## src/rtl/game_pkg.sv

```systemverilog
// Shared encodings for the pong game-flow controller: state codes, scan-code
// constants, winner codes and the lives-counter width helper.
package game_pkg;

    typedef enum logic [2:0] {
        IDLE  = 3'd0,
        PLAY  = 3'd1,
        PAUSE = 3'd2,
        SERVE = 3'd3,
        OVER  = 3'd4
    } game_state_t;

    localparam logic [7:0] BREAK_CODE = 8'hF0;

    localparam logic [1:0] WIN_NONE = 2'b00;
    localparam logic [1:0] WIN_P0   = 2'b01;
    localparam logic [1:0] WIN_P1   = 2'b10;

    function automatic int life_w(input int lives);
        return (lives < 1) ? 1 : $clog2(lives + 1);
    endfunction

endpackage

```

## src/rtl/bcd_score_ctr.sv

```systemverilog
// Multi-digit BCD score counter: synchronous clear, increment that sticks at
// all nines. bcd_inc exposes the would-be next value for win detection.
module bcd_score_ctr #(
    parameter int DIGITS = 2
) (
    input  logic                clk,
    input  logic                reset,
    input  logic                inc,
    input  logic                clr,
    output logic [4*DIGITS-1:0] bcd,
    output logic [4*DIGITS-1:0] bcd_inc
);

    logic all_nines;
    logic carry;

    always_comb begin
        all_nines = 1'b1;
        for (int d = 0; d < DIGITS; d++)
            if (bcd[4*d +: 4] != 4'd9) all_nines = 1'b0;
        bcd_inc = bcd;
        carry   = !all_nines;
        for (int d = 0; d < DIGITS; d++) begin
            if (carry) begin
                if (bcd[4*d +: 4] == 4'd9) begin
                    bcd_inc[4*d +: 4] = 4'd0;
                end else begin
                    bcd_inc[4*d +: 4] = bcd[4*d +: 4] + 4'd1;
                    carry = 1'b0;
                end
            end
        end
    end

    always_ff @(posedge clk or negedge reset) begin
        if (!reset)   bcd <= '0;
        else if (clr) bcd <= '0;
        else if (inc) bcd <= bcd_inc;
    end

endmodule

```

## src/rtl/game_ctrl_fsm.sv

```systemverilog
// Game-flow controller for the pong family: lives, BCD scores, pause,
// frame-counted serve and game-over delays, winner reporting.
module game_ctrl_fsm
    import game_pkg::*;
#(
    parameter int               N_PLAYERS    = 1,
    parameter int               LIVES        = 3,
    parameter int               DIGITS       = 2,
    parameter logic [4*DIGITS-1:0] WIN_SCORE = '0,
    parameter int               SERVE_FRAMES = 120,
    parameter int               OVER_FRAMES  = 120,
    parameter logic [7:0]       PAUSE_KEY    = 8'h4D,
    localparam int              LIFE_W       = life_w(LIVES)
) (
    input  logic                          clk,
    input  logic                          reset,
    input  logic                          frame_tick,
    input  logic [15:0]                   key_code,
    input  logic [N_PLAYERS-1:0]          hit,
    input  logic [N_PLAYERS-1:0]          miss,
    output logic                          gra_still,
    output logic [2:0]                    state,
    output logic [N_PLAYERS*LIFE_W-1:0]   lives,
    output logic [N_PLAYERS*4*DIGITS-1:0] score,
    output logic [1:0]                    winner
);

    localparam int TIMER_MAX = (SERVE_FRAMES > OVER_FRAMES) ? SERVE_FRAMES : OVER_FRAMES;
    localparam int TIMER_W   = $clog2(TIMER_MAX + 1);
    localparam logic [TIMER_W-1:0] SERVE_LD = TIMER_W'(SERVE_FRAMES);
    localparam logic [TIMER_W-1:0] OVER_LD  = TIMER_W'(OVER_FRAMES);
    localparam logic [N_PLAYERS-1:0][LIFE_W-1:0] LIVES_INIT = {N_PLAYERS{LIFE_W'(LIVES)}};

    game_state_t                           state_q, state_d;
    logic [TIMER_W-1:0]                    timer_q, timer_d;
    logic [N_PLAYERS-1:0][LIFE_W-1:0]      lives_q, lives_d;
    logic [N_PLAYERS-1:0][4*DIGITS-1:0]    score_q, score_nx;
    logic [1:0]                            winner_q, winner_d;
    logic [15:0]                           key_q;
    logic [N_PLAYERS-1:0]                  inc;
    logic                                  clr, press, pause_press, timer_up;
    logic [1:0]                            dead, won;

    // A held key repeats the same code, so only a change counts as a press.
    assign press = (key_code != key_q) && (key_code[15:8] != BREAK_CODE)
                && (key_code[7:0] != 8'h00);
    assign pause_press = press && (key_code[7:0] == PAUSE_KEY);
    assign timer_up    = (timer_q == '0);

    for (genvar i = 0; i < N_PLAYERS; i++) begin : g_score
        bcd_score_ctr #(.DIGITS(DIGITS)) u_score (
            .clk     (clk),
            .reset   (reset),
            .inc     (inc[i]),
            .clr     (clr),
            .bcd     (score_q[i]),
            .bcd_inc (score_nx[i])
        );
    end

    always_comb begin
        state_d  = state_q;
        winner_d = winner_q;
        lives_d  = lives_q;
        timer_d  = (frame_tick && !timer_up) ? timer_q - TIMER_W'(1) : timer_q;
        clr      = 1'b0;
        inc      = '0;
        dead     = '0;
        won      = '0;
        case (state_q)
            IDLE: begin
                clr     = 1'b1;
                lives_d = LIVES_INIT;
                if (press && !pause_press) begin
                    state_d  = PLAY;
                    winner_d = WIN_NONE;
                end
            end
            PLAY: begin
                for (int i = 0; i < N_PLAYERS; i++) begin
                    if (miss[i]) begin
                        if (lives_q[i] != '0) lives_d[i] = lives_q[i] - LIFE_W'(1);
                        dead[i] = (lives_q[i] == LIFE_W'(1));
                    end else if (hit[i]) begin
                        inc[i] = 1'b1;
                        won[i] = (WIN_SCORE != '0) && (score_nx[i] == WIN_SCORE);
                    end
                end
                // Final miss outranks a win; a lone loser hands the game to the other side.
                if (dead != 2'b00) begin
                    state_d = OVER;
                    if (N_PLAYERS == 1 || dead == 2'b11) winner_d = WIN_NONE;
                    else if (dead == 2'b01)              winner_d = WIN_P1;
                    else                                 winner_d = WIN_P0;
                end else if (won != 2'b00) begin
                    state_d = OVER;
                    if (won == 2'b01)      winner_d = WIN_P0;
                    else if (won == 2'b10) winner_d = WIN_P1;
                    else                   winner_d = WIN_NONE;
                end else if (|miss) begin
                    state_d = SERVE;
                end else if (pause_press && !(|hit)) begin
                    state_d = PAUSE;
                end
            end
            PAUSE: if (pause_press) state_d = PLAY;
            SERVE: if (press && timer_up) state_d = PLAY;
            OVER: begin
                if (timer_up) begin
                    state_d = IDLE;
                    clr     = 1'b1;
                    lives_d = LIVES_INIT;
                end
            end
            default: state_d = IDLE;
        endcase
        if (state_d != state_q)
            timer_d = (state_d == SERVE) ? SERVE_LD :
                      (state_d == OVER)  ? OVER_LD  : '0;
    end

    always_ff @(posedge clk or negedge reset) begin
        if (!reset) begin
            state_q  <= IDLE;
            timer_q  <= '0;
            lives_q  <= LIVES_INIT;
            winner_q <= WIN_NONE;
            key_q    <= '0;
        end else begin
            state_q  <= state_d;
            timer_q  <= timer_d;
            lives_q  <= lives_d;
            winner_q <= winner_d;
            key_q    <= key_code;
        end
    end

    assign state     = state_q;
    assign gra_still = (state_q != PLAY);
    assign lives     = lives_q;
    assign score     = score_q;
    assign winner    = winner_q;

endmodule

```

## config.mk

```make
export PLATFORM = sky130hd
export DESIGN_NAME = game_ctrl_fsm
export DESIGN_NICKNAME = d
export VERILOG_FILES = /design/src/rtl/game_pkg.sv /design/src/rtl/bcd_score_ctr.sv /design/src/rtl/game_ctrl_fsm.sv
export SDC_FILE = /design/constraint.sdc
export NUM_CORES = 1
export LEC_CHECK = 0
export BUFFER_PORTS_ARGS = -buffer_cell sky130_fd_sc_hd__buf_2
export CAP_MARGIN = 20
export CORE_AREA = 4 4 81 83
export CTS_CLUSTER_SIZE = 20
export DETAILED_ROUTE_END_ITERATION = 7
export DIE_AREA = 0 0 85 87
export PLACE_DENSITY = 0.64
export SLEW_MARGIN = 0
export SYNTH_ARGS = -nofsm -noshare
export SYNTH_HDL_FRONTEND = slang
export SYNTH_SLANG_ARGS = --single-unit
```

## constraint.sdc

```tcl
create_clock -name clk -period 5.2 [get_ports clk]
set_input_delay 0 -clock clk [delete_from_list [all_inputs] [get_ports clk]]
set_output_delay 0 -clock clk [all_outputs]
set_load 0.02 [all_outputs]
```

==> out/summary.txt, run 1 <==
clock latency on the worst-skew pair: 280 ps
final hold violation count: 0
vias in the first global route: 1561
area occupied by multi-input gates: 989.7 um2
Worst Hold Depth: 3
Synth area leader: dfrtp_1
TritonCTS clock tree: yes
Final WS setup: 2743 ps
Synth Flop Type: dfrtp_1
Clock Sinks: 37
clock root buffer: clkbuf_8
Post-Synth Simple-Gate Area: 20.81%
wire per inst: 12.79 um
Initial DRT Pass Iterations: 4
Synthesized Nets: 214
Yosys reg bits: 37
syn_area_per_cell: 10.47 um2
hold crit path type: input pin to register
antenna viol nets, final: 0
WHS Endpoint: lives[1]
largest family of logic cells by synthesized area: simple AND/OR/NAND/NOR gates
htree depth: 2
register-to-register setup slack: 2740 ps
ANT cells: 0
Worst path slowest cell: dfrtp_1
run status: finished clean
CTS clk-pin slew, worst paths: 70 ps
worst setup path class: register to register
asr flop ratio synth: 100.0%
Slew headroom: 46.10%
share of cells above drive strength 1: 23.77%
initial antenna violation count: 0
Vias/cell: 4.865
compound-gate portion of the synthesized area: 13.09%
Post-Syn Area: 0.001978 mm2
GRT Resource Usage Total: 12.26%
xor-xnor portion of the synthesized cell area: 12.40%
area grow syn2layout: 26.75%
Die ar.: 0.007395 mm2
global route overflow: 0
skew final: 9.397 ps
largest cells by area after synthesis: dfrtp_1 (44%), xnor2_1 (11%), nor2_1 (3.4%), a21oi_1 (2.8%), dfstp_2 (2.7%)
CTS Buffer Depth: 2
FMAX: 407.0 MHz
core region area: 0.005851 mm2
worst hold start: miss
crit start category: register
crit path time final: 2457 ps
post-detail-place hpwl: 2.966 mm
Seq/Total Area, Yosys: 46.93%
VDD IR max: 0.0001683 V
cell with the most instances after synthesis: dfrtp_1
Setup Buffers After CTS: 0
DRC Markers: 0
number of port buffers: 35
Ports: 37
Ys Warns: 0
max cap viols: 0
PwrDens: 425.4 mW/mm2
DIE WIDTH: 85 um
CP Capture Type: register
first-pass GRT wire length: 7.334 mm
Post-Place Setup Slack: 2756 ps
gpl congestion: 0.8080
die height: 87 um
Num CTS Buffers: 5
flip-flop and latch area: 928.4 um2
Final nets: 268
r2r startpoint: state[0]
Worst EP arrival: 2610 ps
Final Max Slew Viols: 0
mux share of post-synthesis cell area: 1.012%
synth unique cells: 54
Routed WL: 4.080 mm
WP data required: 5350 ps
# fillers: 549
Synth top cells by count: dfrtp_1 (35), xnor2_1 (25), nor2_1 (18), a21oi_1 (11)
Fin Setup TNS: 0 ps
Tcrit/Tclk final: 47.25%
largest net degree at the start of global routing: 38
Reg2Reg Depth: 9
Worst R2R End: g_score[0].u_score.bcd[6]
crit-path max FO: 11
Gate Count Post-Synth: 189
Starting Density: 33.81%
DRT iter0 DRCs: 59
Post-Synth Adder-Cell Area: 2.530%
slowest stage delay, CP: 550 ps
number of synthesized flops with an enable pin: 0
detailed-route via count: 1552
final-report setup violation count: 0
share of the synthesized area in the top cell type: 44.28%
RSZ-0062 raised after global routing: no
Rows: 28
Pleak: 1.059 nW
Least-Margin Pin Slew: 808.5 ps
critical-path cell list: inv_2 > nor3_2 > inv_2 > or3b_1 > nor3_2 > and2_1 > nand2_1 > xnor2_1 > nor2_1
==> sequential cells by signal, indices dropped and copies added, names as in the netlist <==
name and flops:
key_q 16, g_score.u_score.bcd 8, timer_q 7, state 3, lives 2, winner 1
==> worst max-delay path: cells and delay by family, from the launching register on <==
kind | cells | cell delay [ps]
flops | 1 | 550
buf+inv | 2 | 240
simple gates | 6 | 1360
xor+xnor | 1 | 180
==> layout make-up <==
class	count	area share [%]
timing repair buffer	52	13.77
clock buffer	7	3.443
sequential	37	37.03
tap	75	3.743
inverter	9	1.347
multi-input combinational	138	39.47
clock inverter	1	1.198
==> power breakdown <==
group / internal (mW) / leakage [nW] / switching, mW
Sequential: 0.357 / 0.439 / 0.0777
Clock: 0.156 / 0.0585 / 0.0940
Combinational: 0.170 / 0.562 / 0.212
Total: 0.683 / 1.06 / 0.384
==> metrics by stage <==
| stage | instance area, um2 | hold slack (ps) | power [mW] | util, % | instances |
|---|---|---|---|---|---|
| finish | 2507 | 107.3 | 1.067 | 42.86 | 319 |
| global route | 2507 | 146.1 | 1.149 | 42.86 | 319 |
| CTS | 2507 | 98.05 | 1.079 | 42.86 | 319 |
| detailed placement | 2221 | 149.4 | 0.8112 | 37.96 | 294 |
| global placement | 2221 | 149.5 | 0.8028 | 37.96 | 294 |
| floorplan | 1978 | -295.6 | 0.7075 | - | 189 |
==> worst max path at each step <==
stage,startpoint,end,slack (ps),cells past startpoint
global route,state[0],g_score[0].u_score.bcd[3],2540,9
CTS,state[0],g_score[0].u_score.bcd[6],2750,9
floorplan,state[0],g_score[0].u_score.bcd[7],2910,10
detailed placement,state[0],g_score[0].u_score.bcd[6],2760,9
finish,state[0],g_score[0].u_score.bcd[6],2740,9
global placement,state[0],g_score[0].u_score.bcd[7],2810,9
==> logic make-up after synthesis <==
| kind of cell | after synthesis |
|---|---|
| and+or+nand+nor | 68 |
| adders and majority gates | 4 |
| AOI/OAI and AO/OA | 35 |
| buffers and inverters | 14 |
| xor gates and xnor gates | 28 |
| DFF | 37 |
| muxes | 2 |
| other | 1 |
==> layer usage <==
layer | track usage, % | wire [um] | up-vias
met5 | 0 | 0 | -
met4 | 3.885 | 40 | 0
met3 | 3.217 | 175 | 2
met2 | 19.70 | 1941 | 29
met1 | 16.17 | 1923 | 741
li1 | - | - | 780
==> cell usage in the layout (no fill, tap or decap), types with 3 or more instances in the layout <==
| cell | n |
|---|---|
| nor4_1 | 3 |
| and2_1 | 4 |
| xnor2_1 | 25 |
| a21oi_1 | 11 |
| nor2_1 | 18 |
| nor3_1 | 3 |
| xor2_1 | 3 |
| nand3_1 | 6 |
| o21ai_0 | 6 |
| ha_1 | 4 |
| nand2_1 | 6 |
| buf_2 | 35 |
| clkbuf_8 | 6 |
| inv_1 | 7 |
| dlygate4sd3_1 | 17 |
| nor3_2 | 3 |
| nand4_1 | 7 |
| dfrtp_1 | 35 |
==> repair_timing <==
item                                    in CTS  in global routing
resized for setup                            0                  0
endpoints found under the hold margin       51                  0
endpoints found under the setup margin       0                  0
hold buffers                                17                  0
Note: power is estimated with default switching activity, not from simulation.
==> run 2, diff against run 1 <==
Settings changed: PLACE_DENSITY 0.64 to 0.66.
Clock period 5.2 ns to 2.05 ns, I/O delays scaled along.
==> out/summary.txt, run 2 (synthesis results as in run 1) <==
core region area: 0.005851 mm2 (unchanged)
htree depth: 2 (unchanged)
hold crit path type: input pin to register
Pleak: 1.176 nW (+11%)
antenna viol nets, final: 0 (unchanged)
Initial DRT Pass Iterations: 4 (unchanged)
Vias/cell: 4.743 (-2.5%)
share of cells above drive strength 1: 35.21% (+11 points)
Final nets: 291 (+8.6%)
CTS Buffer Depth: 2 (unchanged)
max FFs per register: 16 (unchanged)
DRC Markers: 0 (unchanged)
crit start category: register
Worst R2R End: timer_q[4]
most frequent cells in the layout: buf_2 (35), dfrtp_1 (33), xnor2_1 (25), buf_4 (23), nor2_1 (18)
global route overflow: 0 (unchanged)
violated checks: setup timing
Final Max Slew Viols: 0 (unchanged)
vias in the first global route: 1660 (+6.3%)
worst setup path class: register to register
TritonCTS clock tree: yes
first-pass GRT wire length: 7.452 mm (+1.6%)
r2r startpoint: timer_q[2]
DRT iter0 DRCs: 73 (+24%)
final-report setup violation count: 1 (+1)
CP Capture Type: register
clock latency on the worst-skew pair: 290 ps (about the same)
largest net degree at the start of global routing: 38 (unchanged)
commonest non-fill, non-tap cell in the layout: buf_2
Worst setup startpoint: timer_q[2]
DIE WIDTH: 85 um (unchanged)
Num CTS Buffers: 5 (unchanged)
register-to-register setup slack: -0.6 ps (-2740 ps)
final hold violation count: 0 (unchanged)
max cap viols: 0 (unchanged)
Ports: 37 (unchanged)
detailed-route via count: 1622 (+4.5%)
Clock Sinks: 37 (unchanged)
Tcrit/Tclk final: 100.0% (+53 points)
Slew headroom: 44.71% (-1.4 points)
Least-Margin Pin Slew: 829.4 ps (+20.81 ps)
run status: finished, violations left
initial antenna violation count: 0 (unchanged)
FMAX: 487.7 MHz (+20%)
top flop regs: key_q: 16 flops, g_score.u_score.bcd: 8 flops, timer_q: 7 flops
Post-Place Setup Slack: -20.43 ps (-2777 ps)
die height: 87 um (unchanged)
PwrDens: 1061 mW/mm2 (+150%)
crit path capture: timer_q[4]
post-detail-place hpwl: 3.188 mm (+7.5%)
area grow syn2layout: 38.84%
Final WS setup: -0.6299 ps (-2744 ps)
CTS clk-pin slew, worst paths: 60 ps (about the same)
clock root buffer: clkbuf_8
wire per inst: 12.47 um (-2.5%)
Routed WL: 4.264 mm (+4.5%)
gpl congestion: 0.8373 (+3.6%)
WP data required: 2210 ps (-3140 ps)
RSZ-0062 raised after global routing: yes
VDD IR max: 0.0005418 V (+220%)
Reg2Reg Depth: 7 (-2)
Die ar.: 0.007395 mm2 (unchanged)
crit path time final: 2051 ps (-406.4 ps)
Worst EP arrival: 2210 ps (-400 ps)
flip-flop and latch area: 930.9 um2 (+0.27%)
Rows: 28 (unchanged)
ANT cells: 0 (unchanged)
skew final: 9.484 ps (+0.08691 ps)
Overall Power: 2.913 mW (+170%)
area occupied by multi-input gates: 0.001056 mm2 (+6.7%)
Most flops, register: key_q
Starting Density: 33.81% (unchanged)
# fillers: 553 (+0.73%)
GRT Resource Usage Total: 12.71% (+0.45 points)
crit-path max FO: 4 (-7)
number of port buffers: 35 (unchanged)
## run 2: changes by cell type in the layout (fill, tap and decap cells not counted), moves of 2 or more
| cell | delta |
|---|---|
| buf_4 | +23 |
| dfrtp_2 | +2 |
| a21oi_1 | -2 |
| dfrtp_1 | -2 |
| a21oi_2 | +2 |
| nor3_4 | +2 |
## run 2: worst max-delay path, stage by stage (launching register included)
cell,delay [ps]
dfrtp_1,390
nor4_2,310
and3b_2,250
a21oi_2,30
o32a_1,340
o221a_4,290
a211oi_4,230
a21oi_1,80
## run 2: routing by layer
layer	vias to the layer above	wire length (um)	track usage [%]
li1	831	-	-
met1	742	1858	15.32
met2	41	2071	21.75
met3	8	258	3.406
met4	0	75	4.748
met5	-	0	0
## run 2: timing repair
action	in CTS	in global routing
gates cloned	0	0
buffers inserted	1	2
hold buffers	17	0
hold endpoints to repair	51	0
gates resized for setup	0	9
endpoints found under the setup margin	2	9
pin swaps	0	4
## run 2: final cells by class
type | count | area share (%)
Clock buffer | 6 | 2.642
Sequential cell | 37 | 33.90
Tap cell | 75 | 3.417
Timing Repair Buffer | 75 | 18.86
Inverter | 9 | 1.321
Multi-Input combinational cell | 138 | 38.45
Clock inverter | 2 | 1.412
## run 2: worst min path at each step
| stage | end | startpoint | depth (start not counted) |
|---|---|---|---|
| detailed placement | key_q[14] | key_code[14] | 1 |
| global route | lives[1] | miss | 3 |
| floorplan | g_score[0].u_score.bcd[0] | reset | 0 |
| finish | lives[1] | miss | 3 |
| CTS | lives[1] | miss | 3 |
| global placement | timer_q[2] | reset | 1 |
## run 2: metrics by stage
step	cell area, um2	instances	util (%)	setup TNS (ps)	hold WS [ps]
6_report	2746	342	46.94	-0.6299	119.0
5_1_grt	2746	342	46.94	-386.0	125.1
4_1_cts	2691	340	46.00	-9.848	100.4
3_5_place_dp	2402	314	41.06	-32.75	147.4
3_3_place_gp	2402	314	41.06	0	145.4
2_1_floorplan	2013	189	-	-15.88	-295.6
## run 2: power breakdown
part           leakage (nW)  switching (mW)  total (mW)  internal [mW]
Clock                0.0554           0.253       0.618          0.365
Combinational         0.684           0.657        1.25          0.588
Sequential            0.437           0.142        1.05          0.908
Total                  1.18            1.05        2.91           1.86
